File: config.mk
export PLATFORM = sky130hd
export DESIGN_NAME = dmi_tl_resp_flat
export DESIGN_NICKNAME = d
export VERILOG_FILES = /design/src/rtl/dmi_tl_resp_if.sv /design/src/rtl/dmi_tl_resp.sv /design/src/flat_wrapper.sv
export SDC_FILE = /design/constraint.sdc
export NUM_CORES = 1
export LEC_CHECK = 0
export ABC_CLOCK_PERIOD_IN_PS = 1820
export CELL_PAD_IN_SITES_DETAIL_PLACEMENT = 0
export CELL_PAD_IN_SITES_GLOBAL_PLACEMENT = 1
export CORE_MARGIN = 4
export CORE_UTILIZATION = 40
export CTS_CLUSTER_SIZE = 20
export DETAILED_ROUTE_END_ITERATION = 12
export DONT_BUFFER_PORTS = 1
export GPL_TIMING_DRIVEN = 0
export HOLD_SLACK_MARGIN = 0.02
export PLACE_DENSITY = 0.64
export SLEW_MARGIN = 10
export SYNTH_ARGS = -nofsm -noshare
export SYNTH_HDL_FRONTEND = slang
export SYNTH_SLANG_ARGS = --single-unit
File: constraint.sdc
create_clock -name i_clock -period 1.82 [get_ports i_clock]
set_input_delay 0.182 -clock i_clock [delete_from_list [all_inputs] [get_ports i_clock]]
set_output_delay 0.182 -clock i_clock [all_outputs]
set_load 0.05 [all_outputs]
File: src/rtl/dmi_tl_resp_if.sv
// Bundles the TileLink A-issue, D-channel and DMI response signals of dmi_tl_resp.
interface dmi_tl_resp_if;
  logic        a_fire;
  logic        a_source;
  logic        a_is_get;
  logic        req_allow;
  logic        busy;
  logic        d_valid;
  logic        d_ready;
  logic [2:0]  d_opcode;
  logic        d_source;
  logic        d_denied;
  logic        d_corrupt;
  logic [31:0] d_data;
  logic        resp_valid;
  logic        resp_ready;
  logic [31:0] resp_data;
  logic [1:0]  resp_code;

  modport master (
    output a_fire, a_source, a_is_get, d_valid, d_opcode, d_source,
           d_denied, d_corrupt, d_data, resp_ready,
    input  req_allow, busy, d_ready, resp_valid, resp_data, resp_code
  );

  modport slave (
    input  a_fire, a_source, a_is_get, d_valid, d_opcode, d_source,
           d_denied, d_corrupt, d_data, resp_ready,
    output req_allow, busy, d_ready, resp_valid, resp_data, resp_code
  );
endinterface

File: src/rtl/dmi_tl_resp.sv
// Tracks one outstanding TL request and queues DMI responses from D beats.
// Optional response timeout is enabled by defining DMI_RESP_TIMEOUT_EN.
module dmi_tl_resp #(
  parameter int TIMEOUT_CYCLES = 1023,
  parameter int DEPTH          = 2
) (
  input  logic         i_clock,
  input  logic         i_reset_n,
  dmi_tl_resp_if.slave bus
);
  localparam int            AW       = $clog2(DEPTH);
  localparam logic [AW:0]   FULL_CNT = (AW+1)'(DEPTH);
  localparam logic [AW:0]   CNT_ONE  = (AW+1)'(1);
  localparam logic [AW-1:0] PTR_ONE  = AW'(1);

  typedef enum logic [0:0] {ST_IDLE = 1'b0, ST_BUSY = 1'b1} state_t;

  state_t        r_state;
  state_t        w_state_nxt;
  logic          r_source;
  logic          r_is_get;
  logic [31:0]   r_mem_data [DEPTH];
  logic [1:0]    r_mem_code [DEPTH];
  logic [AW-1:0] r_wr_ptr;
  logic [AW-1:0] r_rd_ptr;
  logic [AW:0]   r_count;

  logic          w_busy;
  logic          w_full;
  logic          w_empty;
  logic          w_d_fire;
  logic          w_a_take;
  logic          w_push;
  logic          w_pop;
  logic          w_timeout;
  logic          w_stale;
  logic          w_ok;
  logic [31:0]   w_push_data;
  logic [1:0]    w_push_code;

  assign w_full   = (r_count == FULL_CNT);
  assign w_empty  = (r_count == '0);
  assign w_d_fire = bus.d_valid && bus.d_ready;
  assign w_a_take = bus.a_fire && (r_state == ST_IDLE);
  assign w_pop    = !w_empty && bus.resp_ready;
  assign w_push   = (w_d_fire && w_busy) || w_timeout;

  assign bus.busy       = w_busy;
  assign bus.req_allow  = !w_busy && !w_full;
  assign bus.d_ready    = !w_full || w_stale;
  assign bus.resp_valid = !w_empty;
  assign bus.resp_data  = r_mem_data[r_rd_ptr];
  assign bus.resp_code  = r_mem_code[r_rd_ptr];

`ifdef DMI_RESP_TIMEOUT_EN
  localparam logic [15:0] TMO_LIMIT = 16'(TIMEOUT_CYCLES);
  logic [15:0] r_tmo_cnt;
  logic        r_stale;

  // Counter saturates at the limit so a timeout blocked by a full FIFO fires once space frees.
  always_ff @(posedge i_clock or negedge i_reset_n) begin
    if (!i_reset_n) begin
      r_tmo_cnt <= 16'd0;
    end else if (w_a_take || w_d_fire || w_timeout) begin
      r_tmo_cnt <= 16'd0;
    end else if (w_busy && (r_tmo_cnt != TMO_LIMIT)) begin
      r_tmo_cnt <= r_tmo_cnt + 16'd1;
    end else begin
      r_tmo_cnt <= r_tmo_cnt;
    end
  end

  always_ff @(posedge i_clock or negedge i_reset_n) begin
    if (!i_reset_n) begin
      r_stale <= 1'b0;
    end else if (w_a_take) begin
      r_stale <= 1'b0;
    end else if (w_timeout) begin
      r_stale <= 1'b1;
    end else if (w_d_fire) begin
      r_stale <= 1'b0;
    end else begin
      r_stale <= r_stale;
    end
  end

  assign w_timeout = w_busy && (r_tmo_cnt == TMO_LIMIT) && !w_full && !w_d_fire;
  assign w_stale   = r_stale;
`else
  logic [31:0] w_unused_timeout_cfg;
  assign w_unused_timeout_cfg = 32'(TIMEOUT_CYCLES);
  assign w_timeout = 1'b0;
  assign w_stale   = 1'b0;
`endif

  // State register
  always_ff @(posedge i_clock or negedge i_reset_n) begin
    if (!i_reset_n) begin
      r_state <= ST_IDLE;
    end else begin
      r_state <= w_state_nxt;
    end
  end

  // Next-state: a_fire while busy is ignored
  always_comb begin
    w_state_nxt = r_state;
    case (r_state)
      ST_IDLE: begin
        if (w_a_take) w_state_nxt = ST_BUSY;
        else          w_state_nxt = ST_IDLE;
      end
      ST_BUSY: begin
        if (w_d_fire || w_timeout) w_state_nxt = ST_IDLE;
        else                       w_state_nxt = ST_BUSY;
      end
      default: w_state_nxt = ST_IDLE;
    endcase
  end

  always_comb begin
    w_busy = 1'b0;
    case (r_state)
      ST_BUSY: w_busy = 1'b1;
      default: w_busy = 1'b0;
    endcase
  end

  always_ff @(posedge i_clock or negedge i_reset_n) begin
    if (!i_reset_n) begin
      r_source <= 1'b0;
      r_is_get <= 1'b0;
    end else if (w_a_take) begin
      r_source <= bus.a_source;
      r_is_get <= bus.a_is_get;
    end else begin
      r_source <= r_source;
      r_is_get <= r_is_get;
    end
  end

  // Response classification for the entry being enqueued
  always_comb begin
    w_ok        = (bus.d_opcode == (r_is_get ? 3'd1 : 3'd0)) &&
                  (bus.d_source == r_source) && !bus.d_denied && !bus.d_corrupt;
    w_push_data = 32'h0;
    w_push_code = 2'd2;
    if (w_timeout) begin
      w_push_code = 2'd3;
    end else if (w_ok) begin
      w_push_code = 2'd0;
      w_push_data = r_is_get ? bus.d_data : 32'h0;
    end else begin
      w_push_code = 2'd2;
    end
  end

  always_ff @(posedge i_clock or negedge i_reset_n) begin
    if (!i_reset_n) begin
      for (int i = 0; i < DEPTH; i++) begin
        r_mem_data[i] <= 32'h0;
        r_mem_code[i] <= 2'd0;
      end
      r_wr_ptr <= '0;
      r_rd_ptr <= '0;
      r_count  <= '0;
    end else begin
      if (w_push) begin
        r_mem_data[r_wr_ptr] <= w_push_data;
        r_mem_code[r_wr_ptr] <= w_push_code;
        r_wr_ptr             <= r_wr_ptr + PTR_ONE;
      end
      if (w_pop) begin
        r_rd_ptr <= r_rd_ptr + PTR_ONE;
      end
      case ({w_push, w_pop})
        2'b10:   r_count <= r_count + CNT_ONE;
        2'b01:   r_count <= r_count - CNT_ONE;
        default: r_count <= r_count;
      endcase
    end
  end
endmodule
File: src/flat_wrapper.sv
// flat-port wrapper written by rule: the top's interface ports become plain ports
module dmi_tl_resp_flat 
#(
  parameter int TIMEOUT_CYCLES = 1023,
  parameter int DEPTH          = 2
)
  (i_clock, i_reset_n, bus_a_fire, bus_a_source, bus_a_is_get, bus_d_valid, bus_d_opcode, bus_d_source, bus_d_denied, bus_d_corrupt, bus_d_data, bus_resp_ready, bus_req_allow, bus_busy, bus_d_ready, bus_resp_valid, bus_resp_data, bus_resp_code);
  dmi_tl_resp_if bus_i ();
  input  logic i_clock;
  input  logic i_reset_n;
  input wire logic [$bits(bus_i.a_fire)-1:0] bus_a_fire;
  input wire logic [$bits(bus_i.a_source)-1:0] bus_a_source;
  input wire logic [$bits(bus_i.a_is_get)-1:0] bus_a_is_get;
  input wire logic [$bits(bus_i.d_valid)-1:0] bus_d_valid;
  input wire logic [$bits(bus_i.d_opcode)-1:0] bus_d_opcode;
  input wire logic [$bits(bus_i.d_source)-1:0] bus_d_source;
  input wire logic [$bits(bus_i.d_denied)-1:0] bus_d_denied;
  input wire logic [$bits(bus_i.d_corrupt)-1:0] bus_d_corrupt;
  input wire logic [$bits(bus_i.d_data)-1:0] bus_d_data;
  input wire logic [$bits(bus_i.resp_ready)-1:0] bus_resp_ready;
  output wire logic [$bits(bus_i.req_allow)-1:0] bus_req_allow;
  output wire logic [$bits(bus_i.busy)-1:0] bus_busy;
  output wire logic [$bits(bus_i.d_ready)-1:0] bus_d_ready;
  output wire logic [$bits(bus_i.resp_valid)-1:0] bus_resp_valid;
  output wire logic [$bits(bus_i.resp_data)-1:0] bus_resp_data;
  output wire logic [$bits(bus_i.resp_code)-1:0] bus_resp_code;
  assign bus_i.a_fire = bus_a_fire;
  assign bus_i.a_source = bus_a_source;
  assign bus_i.a_is_get = bus_a_is_get;
  assign bus_i.d_valid = bus_d_valid;
  assign bus_i.d_opcode = bus_d_opcode;
  assign bus_i.d_source = bus_d_source;
  assign bus_i.d_denied = bus_d_denied;
  assign bus_i.d_corrupt = bus_d_corrupt;
  assign bus_i.d_data = bus_d_data;
  assign bus_i.resp_ready = bus_resp_ready;
  assign bus_req_allow = bus_i.req_allow;
  assign bus_busy = bus_i.busy;
  assign bus_d_ready = bus_i.d_ready;
  assign bus_resp_valid = bus_i.resp_valid;
  assign bus_resp_data = bus_i.resp_data;
  assign bus_resp_code = bus_i.resp_code;
  dmi_tl_resp #(.TIMEOUT_CYCLES(TIMEOUT_CYCLES), .DEPTH(DEPTH)) u_core (.i_clock(i_clock), .i_reset_n(i_reset_n), .bus(bus_i));
endmodule
==> results of run 1 <==
==> power by group through the flow <==
stage	combinational, W	clock (W)	sequential, W
4_1_cts	0.00250	0.00118	0.00203
5_1_grt	0.00271	0.00127	0.00206
3_3_place_gp	0.00221	0	0.00201
2_1_floorplan	0.00172	0	0.00198
3_5_place_dp	0.00223	0	0.00202
6_report	0.00252	0.00116	0.00203
==> placed cells by master, fill, tap and decap left out, types with 2 or more instances in the layout <==
master and instances:
sky130_fd_sc_hd__buf_4 12, sky130_fd_sc_hd__nand4_1 32, sky130_fd_sc_hd__o31ai_1 32, sky130_fd_sc_hd__clkbuf_8 10, sky130_fd_sc_hd__o21ai_0 4, sky130_fd_sc_hd__buf_6 5, sky130_fd_sc_hd__dfrtp_1 71, sky130_fd_sc_hd__o21ai_1 7
sky130_fd_sc_hd__xnor2_1 2, sky130_fd_sc_hd__clkbuf_2 6, sky130_fd_sc_hd__xor2_1 2, sky130_fd_sc_hd__clkbuf_1 13, sky130_fd_sc_hd__mux2i_1 32, sky130_fd_sc_hd__buf_12 3, sky130_fd_sc_hd__clkinvlp_4 2, sky130_fd_sc_hd__o21ai_2 22
sky130_fd_sc_hd__dlygate4sd3_1 31, sky130_fd_sc_hd__clkinv_2 3, sky130_fd_sc_hd__mux2_2 36, sky130_fd_sc_hd__and2_1 2, sky130_fd_sc_hd__inv_1 32
==> sequential cells by signal (all words and copies together) (netlist names) <==
register           flops
u_core.r_count         2
u_core.r_is_get        1
u_core.r_mem_code      2
u_core.r_mem_data     64
u_core.r_rd_ptr        1
u_core.r_source        1
u_core.r_state         1
u_core.r_wr_ptr        1
==> final timing paths <==
check / start / endpoint / slack [ns] / cells past startpoint
worst max-delay path: u_core.r_count[0] / u_core.r_count[1] / 0.04 / 6
worst min-delay path: i_reset_n / u_core.r_mem_data[13] / -0.47 / 0
worst max register to register: u_core.r_count[0] / u_core.r_count[1] / 0.04 / 6
worst min register to register: u_core.r_mem_data[44] / u_core.r_mem_data[44] / 0.51 / 2
max in group asynchronous: i_reset_n / u_core.r_rd_ptr / 2.16 / 0
min in group i_clock: bus_d_data[20] / u_core.r_mem_data[52] / 0.02 / 2
==> per-layer routing <==
layer | vias up | part of all wire
li1 | 1280 | -
met1 | 1348 | 0.47
met2 | 59 | 0.48
met3 | 7 | 0.044
met4 | 0 | 0.0089
met5 | - | 0
==> repair_timing <==
action	in CTS	in global routing
pin swaps	2	2
resized for setup	25	13
setup endpoints to repair	94	26
setup buffers	7	1
endpoints found under the hold margin	110	73
==> cell families after synthesis <==
group / synth area share
AOI/OAI and AO/OA: 0.135
xor gates and xnor gates: 0.0118
adders and majority gates: 0.00336
buffers and inverters: 0.0809
DFF: 0.490
muxes: 0.199
other: 0.00101
and+or+nand+nor: 0.0792
==> worst reg2reg max path, stage by stage (launching register included) <==
cell and delay [ns]:
sky130_fd_sc_hd__dfrtp_1 0.40, sky130_fd_sc_hd__buf_4 0.14, sky130_fd_sc_hd__or2_4 0.32, sky130_fd_sc_hd__and2_1 0.22, sky130_fd_sc_hd__ha_1 0.35, sky130_fd_sc_hd__nor2_2 0.14, sky130_fd_sc_hd__xor2_1 0.15
==> cells in the mapped netlist, types with 2 or more instances <==
cell                       number
sky130_fd_sc_hd__dfrtp_1       73
sky130_fd_sc_hd__o21ai_2       22
sky130_fd_sc_hd__o21ai_1        7
sky130_fd_sc_hd__inv_1         33
sky130_fd_sc_hd__nand4_1       32
sky130_fd_sc_hd__mux2_2        36
sky130_fd_sc_hd__mux2i_1       32
sky130_fd_sc_hd__buf_4          4
sky130_fd_sc_hd__o31ai_1       32
sky130_fd_sc_hd__buf_1          4
sky130_fd_sc_hd__xnor2_1        3
sky130_fd_sc_hd__and2_1         2
sky130_fd_sc_hd__o21ai_0        4
sky130_fd_sc_hd__buf_6          5
sky130_fd_sc_hd__xor2_1         2
sky130_fd_sc_hd__nor2_1         3
sky130_fd_sc_hd__clkbuf_1      19
sky130_fd_sc_hd__nand2_1        2
sky130_fd_sc_hd__nor2b_1        2
==> layout make-up <==
class                      instances  area (µm²)
buffer                            32         230
clock buffer                      11         141
clock inverter                     5        31.3
fill                             839        4390
inverter                          33         128
multi-input combinational        189        1640
sequential                        73        1830
tap                              108         135
timing repair buffer              39         370
==> through the flow <==
stage / instance area (µm²) / worst slack, ns / power (W) / cells
detailed placement: 3860 / -0.187 / 0.00425 / 436
floorplan: 3730 / 0.0207 / 0.00370 / 328
global route: 4510 / -0.0270 / 0.00604 / 490
global placement: 3860 / -0.184 / 0.00422 / 436
finish: 4510 / 0.0378 / 0.00571 / 490
CTS: 4480 / 0.0477 / 0.00571 / 489
==> metrics.txt, run 1 <==
GR Util All Layers=0.187; worst vdd rail ir drop=0.000888 V; cell count after synthesis=328; kind of cell with the highest combined delay on the critical path=simple AND/OR/NAND/NOR gates; detail-routed via count per cell=5.50; WP data arrival=2.05 ns; CTS buffer count=9; Critical Path Sink Type=flop; effective utilization at floorplan=0.419; Max-slew headroom=0.610; pin count of the biggest net entering global routing=74; Worst Hold Margin=-0.474 ns; H-Tree Depth=3; number of enable flip-flop cells after synthesis=0; failing checks=negative hold slack; count of buffers inserted at the top-level ports=0; count of yosys warnings during synthesis=0; share of layout cells above drive strength 1=0.296; primary flip-flop cell chosen by synthesis mapping=sky130_fd_sc_hd__dfrtp_1; I/O pin count=83; growth of design area from synthesis to finish=20.9%; floorplan die area=10900 µm²; via count of the first global-routing pass=2967; crit-path cells=buf_4 > or2_4 > and2_1 > ha_1 > nor2_2 > xor2_1; number of unique standard cell types used by synthesis=30; clock root buffer=sky130_fd_sc_hd__clkbuf_8; met1 Resource Use GR=0.262; Worst Clk Skew=0.00542 ns; drc violations=0; post-detail-place hpwl=6.22 mm; largest fanout of any net on the critical path=2; die span in y=105 µm; sequential fraction of the synthesis area=0.490; proportion of netlist area held by the largest area contributor=0.490; status=finished with violations; largest incremental delay on the critical path=0.40 ns; antenna violation net count after detailed routing=0; combinational cell fraction of total power=0.442; number of placement rows=34; Sink Count=73; CTS tree=done; slowest library cell on the worst path=sky130_fd_sc_hd__dfrtp_1; routed via count=2694; worst min-delay path category=in2async; Die X=105 µm; global-route wire length before repair=16.2 mm; most area-hungry cell type in the Yosys netlist=sky130_fd_sc_hd__dfrtp_1; antenna violations before repair=0; Clk pwr share=0.203; Worst Setup Start Kind=flop; clock insertion delay at the later pin of the skew report=0.34 ns; unrepaired setup endpoints after global routing=yes; Placer Congestion=0.726; number of pins with negative max-slew slack in the final report=0; total of endpoints with negative setup slack in the final report=0; Net Count, Synth=374; total core area=8890 µm²; post-cts hold buffer count=31; Hold Vio Cnt, Final=73; Post-Synthesis Cell Area=3730 µm²; drt total wl=9.74 mm; maxcap violations=0; Worst Tran Pin Value=0.584 ns; post-route core utilization=0.507; async set or reset register ratio after synthesis=1.00; top cells by area, synth=sky130_fd_sc_hd__dfrtp_1 49%, sky130_fd_sc_hd__mux2_2 11%, sky130_fd_sc_hd__mux2i_1 8.6%; initial detailed-routing violation count=73; clock transition time at the flip-flop clock pins of the worst setup and hold paths=0.08 ns; sw power=0.00250 W; critical path type=reg2reg; count of inserted antenna diode cells=0; time the worst path needs with I/O delays and setup=1.78 ns; data required time at the worst endpoint=2.09 ns; Post-Synthesis Mean Instance Area=11.4 µm²; post-synthesis register bit count=73; first-pass iteration count of the detailed router=4; average routed wire per standard cell=19.9 µm; Final Cycle Share=0.979; final setup TNS=0 ns; remaining global-route overflow=0; number of buffers and inverters on the critical path=1; power density over cell area=1270 nW/µm²; number of buffers on the longest clock path=2; busiest layer in global routing=met2; highest clock rate=561 MHz; proportion of power drawn by flip-flops and latches=0.355; net total in the final layout=423; global routing usage on met3=0.0407; leakage power of the design=2.09 nW; met2 track demand over resource in global routing=0.292; internal portion of total power=0.00322 W; fraction of power spent switching nets=0.437
(Power assumes the default switching activity.)
==> run 2: changes to the inputs <==
--- a/config.mk
+++ b/config.mk
@@ -9,13 +9,13 @@
 export CELL_PAD_IN_SITES_DETAIL_PLACEMENT = 0
 export CELL_PAD_IN_SITES_GLOBAL_PLACEMENT = 1
 export CORE_MARGIN = 4
-export CORE_UTILIZATION = 40
+export CORE_UTILIZATION = 49
 export CTS_CLUSTER_SIZE = 20
 export DETAILED_ROUTE_END_ITERATION = 12
 export DONT_BUFFER_PORTS = 1
 export GPL_TIMING_DRIVEN = 0
 export HOLD_SLACK_MARGIN = 0.02
-export PLACE_DENSITY = 0.64
+export PLACE_DENSITY = 0.76
 export SLEW_MARGIN = 10
 export SYNTH_ARGS = -nofsm -noshare
 export SYNTH_HDL_FRONTEND = slang
==> run 2 against run 1 <==
The run still ends with negative hold slack left. Critical endpoint is now bus_resp_data[0]. Largest cell class unchanged. First-iteration DRC count decreased by 6.8%. Clock power is 8% higher. Worst hold slack lost 0.0090 ns. Sequential cell count did not move. Setup slack gained 0.039 ns.
==> metrics.txt, run 2 (synthesis gave the netlist of run 1 again) <==
post-detail-place hpwl=5.88 mm; antenna violation net count after detailed routing=0; Worst Hold Margin=-0.483 ns; post-cts hold buffer count=34; combinational cell fraction of total power=0.427; growth of design area from synthesis to finish=21.1%; first-pass iteration count of the detailed router=4; top routing layer in use=met4; clock root buffer=sky130_fd_sc_hd__clkbuf_8; count of buffers inserted at the top-level ports=0; routed length on met3=597 µm; status=finished with violations; effective utilization at floorplan=0.508; most common cell after layout, fill and taps aside=sky130_fd_sc_hd__dfrtp_1; worst vdd rail ir drop=0.000922 V; slowest library cell on the worst path=sky130_fd_sc_hd__mux2_2; drc violations=0; drt total wl=9.12 mm; most frequent cells in the layout=71 x sky130_fd_sc_hd__dfrtp_1, 36 x sky130_fd_sc_hd__mux2_2, 34 x sky130_fd_sc_hd__dlygate4sd3_1; time the worst path needs with I/O delays and setup=1.74 ns; unrepaired setup endpoints after global routing=yes; via count of the first global-routing pass=2881; antenna violations before repair=0; number of buffers on the longest clock path=2; leakage power of the design=2.07 nW; highest clock rate=574 MHz; clock insertion delay at the later pin of the skew report=0.35 ns; net total in the final layout=424; Regs by FF count=u_core.r_mem_data: 64 flops, u_core.r_count: 2 flops, u_core.r_mem_code: 2 flops; endpoint of the lowest-slack register-to-register path=u_core.r_mem_data[9]; register with the most flip-flops=u_core.r_mem_data; initial detailed-routing violation count=68; Critical Path Sink Type=primary output; Max-slew headroom=0.637; detail-routed via count per cell=5.64; internal portion of total power=0.00329 W; Final Power=0.00571 W; routed via count=2706; H-Tree Depth=3; Sink Count=73; share of layout cells above drive strength 1=0.278; worst min-delay path category=in2async; remaining global-route overflow=0; average routed wire per standard cell=19.0 µm; WP data arrival=1.56 ns; Die X=95.2 µm; Final Cycle Share=0.958; CTS buffer count=9; number of placement rows=31; GR Util All Layers=0.214; global-route wire length before repair=14.7 mm; Worst Clk Skew=0.0106 ns; Hold Vio Cnt, Final=73; Worst Tran Pin Value=0.545 ns; pin count of the biggest net entering global routing=74; largest fanout of any net on the critical path=10; wire length on met2=4.29 mm; count of inserted antenna diode cells=0; die span in y=95.2 µm; number of flip-flops in the largest register=64; proportion of power drawn by flip-flops and latches=0.355; largest incremental delay on the critical path=0.49 ns; floorplan die area=9070 µm²; Worst Setup Start Kind=flop; number of pins with negative max-slew slack in the final report=0; Placer Congestion=0.728; final setup TNS=0 ns; routed metal-1 wire length=4.10 mm; failing checks=negative hold slack; power density over cell area=1260 nW/µm²; clock transition time at the flip-flop clock pins of the worst setup and hold paths=0.08 ns; reg-to-reg startpoint=u_core.r_count[0]; maxcap violations=0; fraction of power spent switching nets=0.423; I/O pin count=83; Clk pwr share=0.219; critical path type=reg2out; setup slack of the worst register-to-register path=0.08 ns; crit-path cells=buf_4 > mux2_2; CTS tree=done; data required time at the worst endpoint=1.64 ns; cell depth of the worst flop-to-flop path=6; total of endpoints with negative setup slack in the final report=0; total core area=7330 µm²; sw power=0.00242 W
[run 2: how the worst max path moves through the flow]
stage	to	from	slack [ns]	cells after the start
finish	bus_resp_data[0]	u_core.r_rd_ptr	0.08	2
global placement	bus_resp_data[0]	u_core.r_rd_ptr	-0.16	3
CTS	u_core.r_count[1]	u_core.r_count[1]	0.008	7
floorplan	u_core.r_count[1]	u_core.r_count[1]	0.02	7
global route	u_core.r_mem_data[26]	u_core.r_count[0]	-0.01	6
detailed placement	bus_resp_data[0]	u_core.r_rd_ptr	-0.17	3
[run 2: cell type report]
class | count | area (µm²)
Clock buffer | 10 | 138
Buffer | 32 | 214
Inverter | 33 | 128
Multi-Input combinational cell | 189 | 1650
Tap cell | 99 | 124
Fill cell | 620 | 2820
Sequential cell | 73 | 1830
Clock inverter | 4 | 45.0
Timing Repair Buffer | 40 | 385
[run 2: timing repair]
item,in CTS,in global routing
endpoints found under the hold margin,119,73
gates resized for setup,18,8
pin swaps,1,2
setup endpoints to repair,66,34
buffers inserted,3,3
[run 2: power groups by stage]
stage / registers (W) / clock network (W) / logic, W
2_1_floorplan: 0.00198 / 0 / 0.00172
3_3_place_gp: 0.00200 / 0 / 0.00217
3_5_place_dp: 0.00201 / 0 / 0.00218
4_1_cts: 0.00203 / 0.00127 / 0.00235
5_1_grt: 0.00206 / 0.00135 / 0.00259
6_report: 0.00202 / 0.00125 / 0.00244
[run 2: per-layer routing]
layer | vias up | GRT usage
li1 | 1288 | -
met1 | 1328 | 0.285
met2 | 79 | 0.327
met3 | 11 | 0.0710
met4 | 0 | 0.0733
met5 | - | 0
[run 2: per-stage QoR]
stage / util / cells / instance area, µm² / worst slack (ns) / hold slack [ns]
final: 0.616 / 480 / 4510 / 0.0766 / -0.483
after global routing: 0.616 / 480 / 4510 / -0.0102 / -0.515
after CTS: 0.608 / 477 / 4450 / 0.00833 / -0.499
after detailed placement: 0.526 / 427 / 3850 / -0.173 / -0.111
after global placement: 0.526 / 427 / 3850 / -0.163 / -0.111
after floorplan: - / 328 / 3730 / 0.0207 / -0.114
[run 2: worst max-delay path: cells and delay by family (launching register included)]
kind / cells / cell delay, ns
buffers and inverters: 1 / 0.26
multiplexers: 1 / 0.49
flip-flops: 1 / 0.46
==> run 3: changes to the inputs <==
--- a/config.mk
+++ b/config.mk
@@ -6,17 +6,15 @@
 export NUM_CORES = 1
 export LEC_CHECK = 0
 export ABC_CLOCK_PERIOD_IN_PS = 1820
-export CELL_PAD_IN_SITES_DETAIL_PLACEMENT = 0
-export CELL_PAD_IN_SITES_GLOBAL_PLACEMENT = 1
 export CORE_MARGIN = 4
-export CORE_UTILIZATION = 49
+export CORE_UTILIZATION = 55
 export CTS_CLUSTER_SIZE = 20
 export DETAILED_ROUTE_END_ITERATION = 12
 export DONT_BUFFER_PORTS = 1
 export GPL_TIMING_DRIVEN = 0
 export HOLD_SLACK_MARGIN = 0.02
-export PLACE_DENSITY = 0.76
-export SLEW_MARGIN = 10
+export PLACE_DENSITY = 0.68
+export SLEW_MARGIN = 20
 export SYNTH_ARGS = -nofsm -noshare
 export SYNTH_HDL_FRONTEND = slang
 export SYNTH_SLANG_ARGS = --single-unit
==> run 3 against run 2 <==
The flow still finishes with violations (negative hold slack). Via count up 1.3%. Die area down 10%. Total power down 2.1%. Sequential cell count unchanged. Core utilization up 7.3 points. Final cell count down 4.4%. Setup slack worse by 0.025 ns. Sequential power about the same. Critical path type unchanged. Critical endpoint unchanged. Largest power group unchanged.
==> metrics.txt, run 3 (synthesis gave the netlist of run 1 again) <==
die span in y=90.3 µm; effective utilization at floorplan=0.577; cell area reported after detailed placement=3820 µm²; Sink Count=73; CTS buffer count=9; internal portion of total power=0.00320 W; post-layout instance area=4450 µm²; global-route wire length before repair=14.7 mm; met1 Resource Use GR=0.302; global routing usage on met3=0.0625; post-cts hold buffer count=31; Final Power=0.00559 W; sw power=0.00238 W; Die X=90.3 µm; leakage power of the design=2.08 nW; most frequent cells in the layout=71 x sky130_fd_sc_hd__dfrtp_1, 36 x sky130_fd_sc_hd__mux2_2; initial detailed-routing violation count=112; total core area=6460 µm²; count of buffers inserted at the top-level ports=0; CTS tree=done; first-pass iteration count of the detailed router=4; antenna violation net count after detailed routing=0; detail-routed via count per cell=5.97; GR Util All Layers=0.225; number of pins with negative max-slew slack in the final report=0; total of endpoints with negative setup slack in the final report=0; failing checks=negative hold slack; crit-path cells=buf_4 > mux2_2; antenna violations before repair=0; most common cell after layout, fill and taps aside=sky130_fd_sc_hd__dfrtp_1; Max-slew headroom=0.645; average routed wire per standard cell=19.3 µm; Fillers=510; status=finished with violations; Hold Vio Cnt, Final=73; highest clock rate=565 MHz; combinational cell fraction of total power=0.441; Placer Congestion=0.786; drc violations=0; growth of design area from synthesis to finish=19.3%; data required time at the worst endpoint=1.64 ns; drt total wl=8.88 mm; WP data arrival=1.59 ns; number of flip-flops in the largest register=64; Regs by FF count=u_core.r_mem_data: 64 flops, u_core.r_count: 2 flops, u_core.r_mem_code: 2 flops; Worst Clk Skew=0.0103 ns; count of inserted antenna diode cells=0; pin count of the biggest net entering global routing=74; power density over cell area=1260 nW/µm²; Worst Hold Margin=-0.479 ns; proportion of power drawn by flip-flops and latches=0.364; worst vdd rail ir drop=0.00113 V; largest incremental delay on the critical path=0.49 ns; placement-stage worst setup slack=-0.139 ns; floorplan die area=8160 µm²; post-route core utilization=0.688; register with the most flip-flops=u_core.r_mem_data; clock root buffer=sky130_fd_sc_hd__clkbuf_8; met2 track demand over resource in global routing=0.348; busiest layer in global routing=met2; critical path type=reg2out; H-Tree Depth=3; worst min-delay path category=in2async; remaining global-route overflow=0; Clk pwr share=0.195; Worst Tran Pin Value=0.533 ns; Worst Slack Setup Final=0.0511 ns; Worst Setup Start Kind=flop; number of placement rows=29; I/O pin count=83; Critical Path Sink Type=primary output; maxcap violations=0; largest fanout of any net on the critical path=10; share of layout cells above drive strength 1=0.288; time the worst path needs with I/O delays and setup=1.77 ns; routed via count=2741; net total in the final layout=425; Final Cycle Share=0.972; fraction of power spent switching nets=0.427; number of buffers on the longest clock path=2; final setup TNS=0 ns; slowest library cell on the worst path=sky130_fd_sc_hd__mux2_2; clock transition time at the flip-flop clock pins of the worst setup and hold paths=0.07 ns; via count of the first global-routing pass=2904; clock insertion delay at the later pin of the skew report=0.35 ns; post-detail-place hpwl=5.61 mm
-- run 3: cell types whose count changed in the layout (fill, tap and decap cells not counted), moves of 2 or more --
cell | before | now
sky130_fd_sc_hd__buf_4 | 10 | 14
sky130_fd_sc_hd__clkbuf_2 | 1 | 5
sky130_fd_sc_hd__clkinv_2 | 3 | 1
sky130_fd_sc_hd__dlygate4sd3_1 | 34 | 31
-- run 3: worst paths after layout --
check | start | depth (start not counted) | endpoint | slack, ns
min reg2reg | u_core.r_mem_data[48] | 2 | u_core.r_mem_data[48] | 0.50
max in group asynchronous | i_reset_n | 0 | u_core.r_state | 2.17
min in group i_clock | bus_d_data[1] | 2 | u_core.r_mem_data[33] | 0.02
max reg2reg | u_core.r_count[0] | 7 | u_core.r_count[1] | 0.06
max | u_core.r_rd_ptr | 2 | bus_resp_data[0] | 0.05
min | i_reset_n | 0 | u_core.r_mem_data[13] | -0.48
-- run 3: metal layers --
metal  vias up  share of wire
met5         -              0
met4         0          0.019
met3        14          0.064
met2        79           0.48
met1      1365           0.44
li1       1283              -
-- run 3: critical path, delay by kind of cell, from the launching register on --
| family | cells | cell delay [ns] |
|---|---|---|
| buf+inv | 1 | 0.26 |
| flops | 1 | 0.47 |
| mux | 1 | 0.49 |
-- run 3: power groups by stage --
| stage | clock (W) | combinational [W] | sequential [W] |
|---|---|---|---|
| after detailed placement | 0 | 0.00215 | 0.00201 |
| after global routing | 0.00116 | 0.00265 | 0.00206 |
| after floorplan | 0 | 0.00172 | 0.00198 |
| after global placement | 0 | 0.00214 | 0.00200 |
| after CTS | 0.00109 | 0.00232 | 0.00204 |
| final | 0.00109 | 0.00246 | 0.00204 |
-- run 3: cell type report --
class	count	area [µm²]	share of cell area
Sequential cell	73	1830	0.412
Clock buffer	13	149	0.0335
Buffer	32	214	0.0481
Clock inverter	1	5.00	0.00113
Timing Repair Buffer	41	385	0.0867
Inverter	33	128	0.0287
Multi-Input combinational cell	189	1640	0.368
Tap cell	77	96.3	0.0217
-- run 3: what timing repair did --
item / in CTS / in global routing
buffers inserted: 5 / 5
gates resized for setup: 16 / 17
pin swaps: 2 / 2
cloned: 0 / 0
endpoints found under the setup margin: 66 / 34
hold endpoints to repair: 111 / 73
-- run 3: per-stage QoR --
stage,hold slack [ns],instances
global placement,-0.112,405
floorplan,-0.114,328
finish,-0.479,459
detailed placement,-0.111,405
global route,-0.494,459
CTS,-0.484,454
